**src/rtl/reset_sequencer.sv**
```systemverilog
// Reset and run-control sequencer: holds all core reset domains, releases them
// one by one in index order, then counts run cycles and halts at a limit.
module reset_sequencer #(
    parameter int NUM_DOMAINS = 3,
    parameter int HOLD_CYCLES = 2,
    parameter int STAGGER     = 1,
    parameter int RUN_LIMIT   = 50,
    parameter int CNT_W       = 16
) (
    input  logic                   clk,
    input  logic                   rst_n,
    input  logic                   sw_rst,
    output logic [NUM_DOMAINS-1:0] rst_out,
    output logic                   clk_en,
    output logic                   ready,
    output logic                   halt,
    output logic [CNT_W-1:0]       run_cnt
);

    typedef enum logic [1:0] {
        ST_ASSERT,
        ST_RELEASE,
        ST_RUN,
        ST_HALT
    } state_t;

    localparam int IDX_W = (NUM_DOMAINS > 1) ? $clog2(NUM_DOMAINS) : 1;
    localparam logic [CNT_W-1:0] HOLD_C    = CNT_W'(HOLD_CYCLES);
    localparam logic [CNT_W-1:0] STAGGER_C = CNT_W'(STAGGER);
    localparam logic [CNT_W-1:0] LIMIT_C   = CNT_W'(RUN_LIMIT);
    localparam logic [IDX_W-1:0] LAST_IDX  = IDX_W'(NUM_DOMAINS - 1);

    state_t                 state_q, state_d;
    logic [CNT_W-1:0]       cnt_q, cnt_d;
    logic [IDX_W-1:0]       idx_q, idx_d;
    logic [NUM_DOMAINS-1:0] rst_out_q, rst_out_d;
    logic                   clk_en_q, clk_en_d;
    logic                   ready_q, ready_d;
    logic                   halt_q, halt_d;
    logic [CNT_W-1:0]       run_cnt_q, run_cnt_d;

    always_ff @(posedge clk or negedge rst_n) begin
        if (!rst_n) begin
            state_q   <= ST_ASSERT;
            cnt_q     <= '0;
            idx_q     <= '0;
            rst_out_q <= '1;
            clk_en_q  <= 1'b0;
            ready_q   <= 1'b0;
            halt_q    <= 1'b0;
            run_cnt_q <= '0;
        end else begin
            state_q   <= state_d;
            cnt_q     <= cnt_d;
            idx_q     <= idx_d;
            rst_out_q <= rst_out_d;
            clk_en_q  <= clk_en_d;
            ready_q   <= ready_d;
            halt_q    <= halt_d;
            run_cnt_q <= run_cnt_d;
        end
    end

    always_comb begin
        state_d   = state_q;
        cnt_d     = cnt_q;
        idx_d     = idx_q;
        rst_out_d = rst_out_q;
        clk_en_d  = clk_en_q;
        ready_d   = ready_q;
        halt_d    = halt_q;
        run_cnt_d = run_cnt_q;

        case (state_q)
            ST_ASSERT: begin
                cnt_d = cnt_q + CNT_W'(1);
                if (cnt_d == HOLD_C) begin
                    rst_out_d[0] = 1'b0;
                    cnt_d        = '0;
                    if (NUM_DOMAINS == 1) begin
                        state_d   = ST_RUN;
                        ready_d   = 1'b1;
                        clk_en_d  = 1'b1;
                        run_cnt_d = '0;
                    end else begin
                        state_d = ST_RELEASE;
                        idx_d   = IDX_W'(1);
                    end
                end
            end
            ST_RELEASE: begin
                cnt_d = cnt_q + CNT_W'(1);
                if (cnt_d == STAGGER_C) begin
                    cnt_d            = '0;
                    rst_out_d[idx_q] = 1'b0;
                    idx_d            = idx_q + IDX_W'(1);
                    if (idx_q == LAST_IDX) begin
                        state_d   = ST_RUN;
                        ready_d   = 1'b1;
                        clk_en_d  = 1'b1;
                        run_cnt_d = '0;
                    end
                end
            end
            ST_RUN: begin
                // Saturate rather than wrap so an unlimited run never looks restarted
                if (run_cnt_q != '1) begin
                    run_cnt_d = run_cnt_q + CNT_W'(1);
                end
                if ((RUN_LIMIT != 0) && (run_cnt_d == LIMIT_C)) begin
                    state_d  = ST_HALT;
                    halt_d   = 1'b1;
                    clk_en_d = 1'b0;
                end
            end
            ST_HALT: begin
                state_d = ST_HALT;
            end
            default: begin
                state_d = ST_ASSERT;
            end
        endcase

        // Soft reset overrides every transition and pins the hold counter at zero
        if (sw_rst) begin
            state_d   = ST_ASSERT;
            cnt_d     = '0;
            idx_d     = '0;
            rst_out_d = '1;
            clk_en_d  = 1'b0;
            ready_d   = 1'b0;
            halt_d    = 1'b0;
            run_cnt_d = '0;
        end
    end

    assign rst_out = rst_out_q;
    assign clk_en  = clk_en_q;
    assign ready   = ready_q;
    assign halt    = halt_q;
    assign run_cnt = run_cnt_q;

endmodule

```
**config.mk**
```make
export PLATFORM = sky130hd
export DESIGN_NAME = reset_sequencer
export DESIGN_NICKNAME = d
export VERILOG_FILES = /design/src/rtl/reset_sequencer.sv
export SDC_FILE = /design/constraint.sdc
export NUM_CORES = 1
export LEC_CHECK = 0
export CAP_MARGIN = 20
export CELL_PAD_IN_SITES_DETAIL_PLACEMENT = 1
export CELL_PAD_IN_SITES_GLOBAL_PLACEMENT = 2
export CORE_MARGIN = 8
export CORE_UTILIZATION = 38
export CTS_CLUSTER_DIAMETER = 40
export DETAILED_ROUTE_END_ITERATION = 12
export GPL_TIMING_DRIVEN = 0
export PLACE_DENSITY_LB_ADDON = 0.3
export SYNTH_ARGS = -nofsm -noshare
export SYNTH_HDL_FRONTEND = slang
export SYNTH_SLANG_ARGS = --single-unit
```
**constraint.sdc**
```tcl
create_clock -name clk -period 4.1 [get_ports clk]
set_input_delay 0.82 -clock clk [delete_from_list [all_inputs] [get_ports clk]]
set_output_delay 0.82 -clock clk [all_outputs]
set_load 0.01 [all_outputs]
```
# Word level (Yosys, flattened, before mapping)
# Cells that the tools add are included.
# op_classes
reduce_logical,16
bitwise_logic,2
mux,36
eq_ne,12
add_sub_neg,3
n_lt_le_gt_ge,2
# op_table
op,n
two-way mux 16 bit,8
case mux 16 bit (2 select lines),2
adder 16 x 1 -> 16 bit (second input constant),2
equality test 16 x 1 -> 1 bit (second input constant),1
equality test 16 x 2 -> 1 bit (second input constant),1
equality test 16 x 6 -> 1 bit (second input constant),1
two-way mux 2 bit,8
!= test 16 bit (second input constant),1
!= test 3 bit (second input constant),4
two-way mux 1 bit,11
nonzero test 2 bit,5
AND reduction 3 bit,3
case mux 2 bit (4 select lines),1
AND reduction 4 bit,2
equality test 2 bit (second input constant),3
two-way mux 3 bit,2
nonzero test 3 bit,2
case mux 1 bit (2 select lines),2
case mux 2 bit (2 select lines),1
AND reduction 2 bit,2
AND 3 bit,1
less-than comparator 2 x 3 -> 1 bit (second input constant),1
inverter 3 bit,1
adder 2 x 1 -> 2 bit (second input constant),1
other kinds (5),5
# totals
word_cells,80
inputBits,3
reg_bits,42

# Longest topological paths before layout
# logic_depth
depth_word,9
depth_mapped,10
depth_no_buf,8

# Least setup slack after synthesis
# Ideal clock, no wire load.
# synth_timing
path_kind,reg-to-reg
from,register cnt_q[0]
to,register cnt_q[3]
required_time_ps,3979
synth_period_minus_slack_ps,2430
stages_incl_launch_ff,9
slack_ps,1670
arrival_time_ps,2309
path_cell_list,dfrtp_1 ha_1 and3_1 a311oi_1 o2111a_1 o211ai_2 o41a_1 buf_4 a22o_1
# synth_between
elab_chain_cells,5
elab_cells_between_ends,7
cone_classes,1 x add/sub; 2 x eq/ne; 4 x mux
# synth_rtl
item,line,text
start: declaration,34,"logic [CNT_W-1:0] cnt_q, cnt_d;"
start signal: assignment,54,cnt_q <= cnt_d;
adder 16 x 1 -> 16 bit (*),"76, 92",
equality test 16 x 1 -> 1 bit / equality test 16 x 2 -> 1 bit (equally long branches),"93, 77",
"two-way mux 16 bit, on equally long branches","93, 77",
case mux 16 bit (2 select lines) (*),74,case (state_q)
two-way mux 16 bit (*),125,if (sw_rst) begin
# Every way passes the cells marked *; elsewhere a longest branch is shown, timed or not.
# A chain may end at the register's enable or synchronous reset.

# Worst setup path in the final report
# layout_timing
from,register run_cnt_q[0] (netlist: run_cnt[0])
to,register clk_en_q (netlist: clk_en)
# layout_between
elab_chain_cells,6
elab_cells_between_ends,7
cone_classes,1 x add/sub; 3 x eq/ne; 2 x mux; 1 x reduce/logical
# layout_rtl
item,line,text
start: declaration,40,"logic [CNT_W-1:0] run_cnt_q, run_cnt_d;"
start signal: assignment,60,run_cnt_q <= run_cnt_d;
adder 16 x 1 -> 16 bit / != test 16 bit (equally long branches),"108, 107",
two-way mux 16 bit (*),107,if (run_cnt_q != '1) begin
two-way mux 16 bit (*),74,
equality test 16 x 6 -> 1 bit (*),110,if ((RUN_LIMIT != 0) && (run_cnt_d == LIMIT_C)) begin
!= test 3 bit (no source line) (*),n/a,
AND reduction 4 bit (no source line) (*),n/a,
end signal: assignment,57,clk_en_q <= clk_en_d;
end: declaration,37,"logic clk_en_q, clk_en_d;"
# Every way passes the cells marked *; elsewhere a longest branch is shown, timed or not. The select of a mux whose other input is x is not followed.

==> impl_metrics.ini <==
[outcome]
outcome = completed

[critical_path]
cp_max_fo = 9
cp-start-kind = flop
end_kind = flop
path_class = reg2reg
critPathRequiredTime_ns = 4.30
worstPathArrival_ns = 3.15

[routing]
drt_iter0_markers = 124
met3WireLength_um = 292
wl_per_cell_um = 18.0
wl_met2_mm = 3.82
viasPerCell = 5.92
drt-total-wl_mm = 8.53
wl_met1_mm = 4.34
dr.max_layer_used = met4
ant_nets = 0
num_vias = 2813
drtPass1Iterations = 4
post-route-drc-count = 0

[sta]
finalSetupTns_ns = 0
timing.hold.ws_ns = 0.448
timing.final.max_slew_violations = 0
rsz0062_at_grt = false
skew_ns = 0.00715
min_period_ns = 2.95
relSlewSlack = 0.500
min_period_over_period = 0.721
worstMarginPinSlew_ns = 0.744
setup_violations = 0
max_freq_mhz = 338
hold_viol_final = 0
fin_ws_ns = 1.15

[layout]
drive_gt1_frac = 0.101
syn_to_final_growth_pct = 16.3
multiInputGateArea_um2 = 1640
final_cell_count_no_fill = 475
seq_area_um2 = 1050
fin_area_um2 = 3350
num-nets-final = 385
fin_util = 0.459
n_fill_cell = 917
antenna_cells = 0

[clock_tree]
clkTransAtPathRegs_ns = 0.09
clockRootBuffer = clkbuf_8
cts_tree = built
clockBufferDepth = 2
h-tree-depth = 2
postCtsSetupRepairBufs = 0
clock-sinks = 42
cts_buffers = 5
ctsResizeCount = 0
insertion_delay_ns = 0.30
holdBufCountCts = 0

[yosys]
synth_warnings = 0
ys_types = 60
async_flop_share = 1.00
synth_edf_count = 0
synth.avg_cell_area_um2 = 8.39
ys_seq_area_frac = 0.367
ys_ff_latch = 42
netlist_area_um2 = 2880
synth_flop_cell = dfrtp_1
synthCells = 343
synth_nets = 353

[global_route]
antenna_found_initial = 0
grt-ovfl-total = 0
grt_max_degree = 26
grt_pass1_wl_mm = 14.3
grt.total_usage = 0.170
grt_pass1_vias = 2801

[power]
p_leak_nw = 1.33
total_power_mw = 1.07
peakVddDrop_mv = 0.190
powerDensity_nw_per_um2 = 321

[die]
die-area_um2 = 10600
coreArea_um2 = 7290
rows = 31
initial_utilization = 0.395
dieHeight_um = 103
ios = 25
die_w_um = 103

[placed_design]
io_buffers = 24
dp_slack_ns = 1.13
gp_congestion = 0.870
dp_cells = 467
placed_cell_area_um2 = 3260
dp_hpwl_mm = 6.28

[job]
cap_viol_max_count = 0

[hold_path]
hp-class = in2async
[synthesized netlist by cell type (all sizes together) (2+ instances only)]
cell type	number	area, µm²
a211oi	3	22.5
o21ai	15	75.1
or3	5	31.3
dfstp	3	78.8
nand4	12	75.1
o41a	2	22.5
a31oi	13	87.6
nor4	6	37.5
dfrtp	39	976
a41oi	4	35.0
inv	16	60.1
or2	2	12.5
xnor2	5	43.8
a21boi	3	22.5
buf	12	77.6
nand2b	2	12.5
nor2	32	128
or4	2	15.0
nand2	30	115
and2	2	12.5
o211ai	7	72.6
a21oi	23	115
clkbuf	12	46.3
a22o	2	17.5
nand3	21	105
o32ai	2	17.5
xor2	6	52.6
a21o	6	45.0
a311oi	3	26.3
and4	7	61.3
and3	9	56.3
ha	7	87.6
o31ai	2	15.0
nor3	12	65.1
[placed cells by master (no fill, tap or decap), types with 6 or more instances in the layout]
cell	n
a21oi_1	23
o21ai_0	11
and3_1	9
a21o_1	6
clkbuf_8	6
inv_1	16
clkdlybuf4s50_1	23
nor2_1	31
ha_1	7
nor3_1	11
nor4_1	6
nand4_1	12
a31oi_1	12
clkbuf_1	12
xor2_1	6
and4_1	7
nand3_1	21
buf_2	9
dfrtp_1	39
nand2_1	29
[worst max-delay path, cell delays in order, from the launching register on]
cell and delay (ns):
dfrtp_1 0.46, ha_1 0.17, buf_2 0.22, and4_1 0.31, nand4_1 0.35, a211oi_1 0.37
o221ai_1 0.16, nor4_1 0.53, a21oi_1 0.14, o21a_1 0.13
[state kept, by name, summed over array words and instances (netlist names)]
signal   flops
idx_q        2
cnt_q       16
rst_out      3
run_cnt     16
halt         1
ready        1
state_q      2
clk_en       1
[cell families (layout without fill, tap and decap cells)]
logic type / after synthesis / in the layout / share of synthesized area
flops: 42 / 42 / 0.367
buf+inv: 40 / 73 / 0.0639
fa+ha+maj: 7 / 7 / 0.0304
mux: 2 / 2 / 0.00739
compound gates: 96 / 96 / 0.238
xor+xnor: 11 / 11 / 0.0335
simple gates: 145 / 145 / 0.260
[path summary, 6_finish.rpt]
check | endpoint | from | depth (start not counted) | slack (ns)
worst max-delay path | clk_en | run_cnt[0] | 9 | 1.15
worst min-delay path | idx_q[1] | rst_n | 1 | 0.45
worst max register to register | clk_en | run_cnt[0] | 9 | 1.15
worst min register to register | rst_out[2] | rst_out[2] | 1 | 0.51
max in group asynchronous | run_cnt[1] | rst_n | 2 | 3.15
min in group clk | rst_out[2] | rst_out[2] | 1 | 0.51
[cell type report]
class / instances / share of cell area
multi-input cells: 261 / 0.490
clock buffers: 7 / 0.0258
flip-flops and latches: 42 / 0.315
repair buffers: 25 / 0.0762
plain buffers: 24 / 0.0370
inverters: 16 / 0.0179
clock inverters: 1 / 0.00149
well taps: 99 / 0.0370
[metal layers]
metal  GRT usage  vias to the layer above
li1            -                     1342
met1       0.240                     1417
met2       0.264                       46
met3      0.0243                        8
met4      0.0423                        0
met5           0                        -
[power breakdown]
| part | switching (mW) | total, mW | internal [mW] |
|---|---|---|---|
| Sequential | 0.0407 | 0.487 | 0.447 |
| Clock | 0.151 | 0.287 | 0.136 |
| Combinational | 0.174 | 0.299 | 0.126 |
| Total | 0.366 | 1.07 | 0.708 |
No activity file was read; power rests on OpenSTA's default activity.
==> edit, RTL diff (same flow settings) <==
Make the reset (`rst_n`) synchronous in one clocked block.
--- a/src/rtl/reset_sequencer.sv
+++ b/src/rtl/reset_sequencer.sv
@@ -39,7 +39,7 @@
     logic                   halt_q, halt_d;
     logic [CNT_W-1:0]       run_cnt_q, run_cnt_d;
 
-    always_ff @(posedge clk or negedge rst_n) begin
+    always_ff @(posedge clk) begin
         if (!rst_n) begin
             state_q   <= ST_ASSERT;
             cnt_q     <= '0;
Behaviour: differs if rst_n is asserted again (counterexample within 4 cycles, from zero or initial values and one cycle with rst_n low); with rst_n held inactive, the same outputs for 10 cycles.
==> edit against the unedited design <==
- sequential cell count unchanged
- wire length decreased by 18%
- first-iteration DRC count decreased by 15%
- setup slack improved by 0.13 ns
- synthesized area decreased by 13%
- design area decreased by 12%
- via count decreased by 12%
- count of clock-buffer cells in the layout decreased by 2
- critical endpoint is now run_cnt[6]
- highest routed layer unchanged
Power is not compared: it rests on default switching activity, and its combinational part moved more than twofold at a synthesized area within 25%.
==> edit: results (changes against the unedited design) <==
Parameter                              Value

Outcome
  Result of the run ... finished clean (unchanged)

Global routing
  Met3 track demand over resource ... 3.201% (was 2.431%)
  Met1 track demand over resource in global routing ... 20.58% (was 24.02%)
  Global-route wire length before repair ... 12.28 mm (was 14.31 mm)
  Global-route usage over all layers ... 15.22% (was 17.00%)
  Vias in the first global route ... 2452 (was 2801)
  Antenna violations before repair ... 0 (unchanged)
  Maximum number of pins on one net before global-route repair ... 15 (was 26)
  Met2 Usage GRT ... 24.06% (was 26.40%)

Synth
  Cells taking the most area after synthesis ... dfxtp_1 33%, nor2_1 5.4%, nand2_1 4.9% (was dfrtp_1 34%, nor2_1 4.0%, a21oi_1 4.0%)
  Synth warnings ... 0 (unchanged)
  Top cell types by occurrence after synthesis ... 42 x dfxtp_1, 36 x nor2_1, 33 x nand2_1 (was 39 x dfrtp_1, 31 x nor2_1, 29 x nand2_1)
  Synthesized Nets ... 334 (was 353)
  Post-synthesis sequential area ratio ... 33.47% (was 36.65%)
  Number of unique standard cell types used by synthesis ... 54 (was 60)
  Share of synthesized flip-flops with an asynchronous set or reset ... 0% (was 100.0%)

Detailed routing
  Length of the first detailed-routing pass in iterations ... 4 (unchanged)
  Total via count after detailed routing ... 2469 (was 2813)
  DRT Wirelength ... 7.016 mm (was 8.527 mm)
  Initial drt markers ... 106 (was 124)

Setup path
  Crit-path max FO ... 10 (was 9)
  Worst stage delay on the critical path ... 0.44 ns (was 0.53 ns)
  Arr. time, crit path ... 2.98 ns (was 3.15 ns)
  Worst reg2reg path depth ... 9 (unchanged)
  Critical-path cell with the highest stage delay ... a2111o_1 (was nor4_1)

CTS
  Root Buffer Master ... clkbuf_8 (unchanged)
  Number of buffers added by the clock tree synthesis step ... 5 (unchanged)
  Resized Gates After CTS ... 0 (unchanged)
  Worst skew pair latency ... 0.30 ns (about the same)
  Number of setup buffers added after CTS ... 0 (unchanged)
  Clock slew at reported path FFs ... 0.09 ns (about the same)
  H-Tree Depth ... 2 (unchanged)
  Number of buffers on the longest clock path ... 2 (unchanged)

STA
  Worst max-slew margin expressed relative to the limit ... 58.68% (was 49.99%)
  Final-report max-slew violation count ... 0 (unchanged)
  Post-Route Skew ... 0.009095 ns (was 0.007155 ns)

Final layout
  Number of diodes added for antenna fixing ... 0 (unchanged)
  Fraction of final layout cells with drive strength greater than 1 ... 6.742% (was 10.11%)
  Fill cell instance count of the final layout ... 817 (was 917)
  Number of nets at the end of the flow ... 365 (was 385)

Placement
  Gp weighted congestion ... 0.8394 (was 0.8702)
  Number of buffer cells added on primary ports ... 24 (unchanged)
  Post-DP HPWL ... 5.250 mm (was 6.283 mm)
  Dpl cell area ... 2849 um2 (was 3257 um2)
  Post-Place Worst Slack ... 1.306 ns (was 1.133 ns)

Hold path
  Type of the most critical hold path ... reg2reg (was in2async)
  Number of instances on the worst hold path ... 2

Power and ir drop
  Worst VDD drop ... roughly 0.00013 V
  Static leakage power ... 0.9972 nW

Flow run
  Number of maximum-capacitance constraint violations ... 0 (unchanged)
## edit: cell families (layout without fill, tap and decap cells)
group / count (synthesis) / after routing / share of synthesized area [%]
buffers and inverters: 26 / 58 / 4.681
adders and majority gates: 7 / 7 / 3.486
xor gates and xnor gates: 17 / 17 / 5.926
and+or+nand+nor: 163 / 163 / 34.41
DFF: 42 / 42 / 33.47
AOI/OAI and AO/OA: 65 / 65 / 16.43
muxes: 4 / 4 / 1.594
## edit: worst max-delay path, delay by kind of cell (launching register included)
family / cells / cell delay (ns)
AOI/OAI and AO/OA: 3 / 0.75
adders and majority gates: 1 / 0.34
buffers and inverters: 1 / 0.17
DFF: 1 / 0.42
muxes: 1 / 0.11
and+or+nand+nor: 3 / 0.89
## edit: final timing paths
check                   from         end  slack, ns
setup / recovery    cnt_q[0]  run_cnt[6]       1.28
hold / removal    rst_out[2]  rst_out[2]       0.45
setup reg to reg    cnt_q[0]  run_cnt[6]       1.28
hold reg to reg   rst_out[2]  rst_out[2]       0.45
## edit: where the power goes
part	total (mW)	switching (mW)	internal [mW]
Sequential	0.413	0.00344	0.410
Clock	0.284	0.164	0.120
Combinational	0.0310	0.0192	0.0118
Total	0.728	0.187	0.542
## edit: metal layers
metal	vias to the layer above	wire [um]
met1	1200	3561
met3	6	204
met5	-	0
met2	29	3194
li1	1234	-
met4	0	55
## edit: cell type report
class | count | area, um2 | share of cell area [%]
buffer | 17 | 83.83 | 2.852
clock buffer | 5 | 68.82 | 2.341
tap | 77 | 96.34 | 3.278
multi-input combinational | 256 | 1554 | 52.87
inverter | 9 | 33.78 | 1.149
clock inverter | 3 | 21.27 | 0.7237
timing repair buffer | 24 | 240.2 | 8.174
sequential | 42 | 840.8 | 28.61
## edit: per-stage QoR
| step | hold WS (ns) | std cells | total power, mW | utilization [%] |
|---|---|---|---|---|
| floorplan | 0.4666 | 324 | 0.4424 | - |
| global placement | 0.4305 | 425 | 0.4533 | 44.61 |
| detailed placement | 0.4400 | 425 | 0.4546 | 44.61 |
| CTS | 0.4557 | 433 | 0.7404 | 46.02 |
| global route | 0.4815 | 433 | 0.7648 | 46.02 |
| finish | 0.4524 | 433 | 0.7283 | 46.02 |
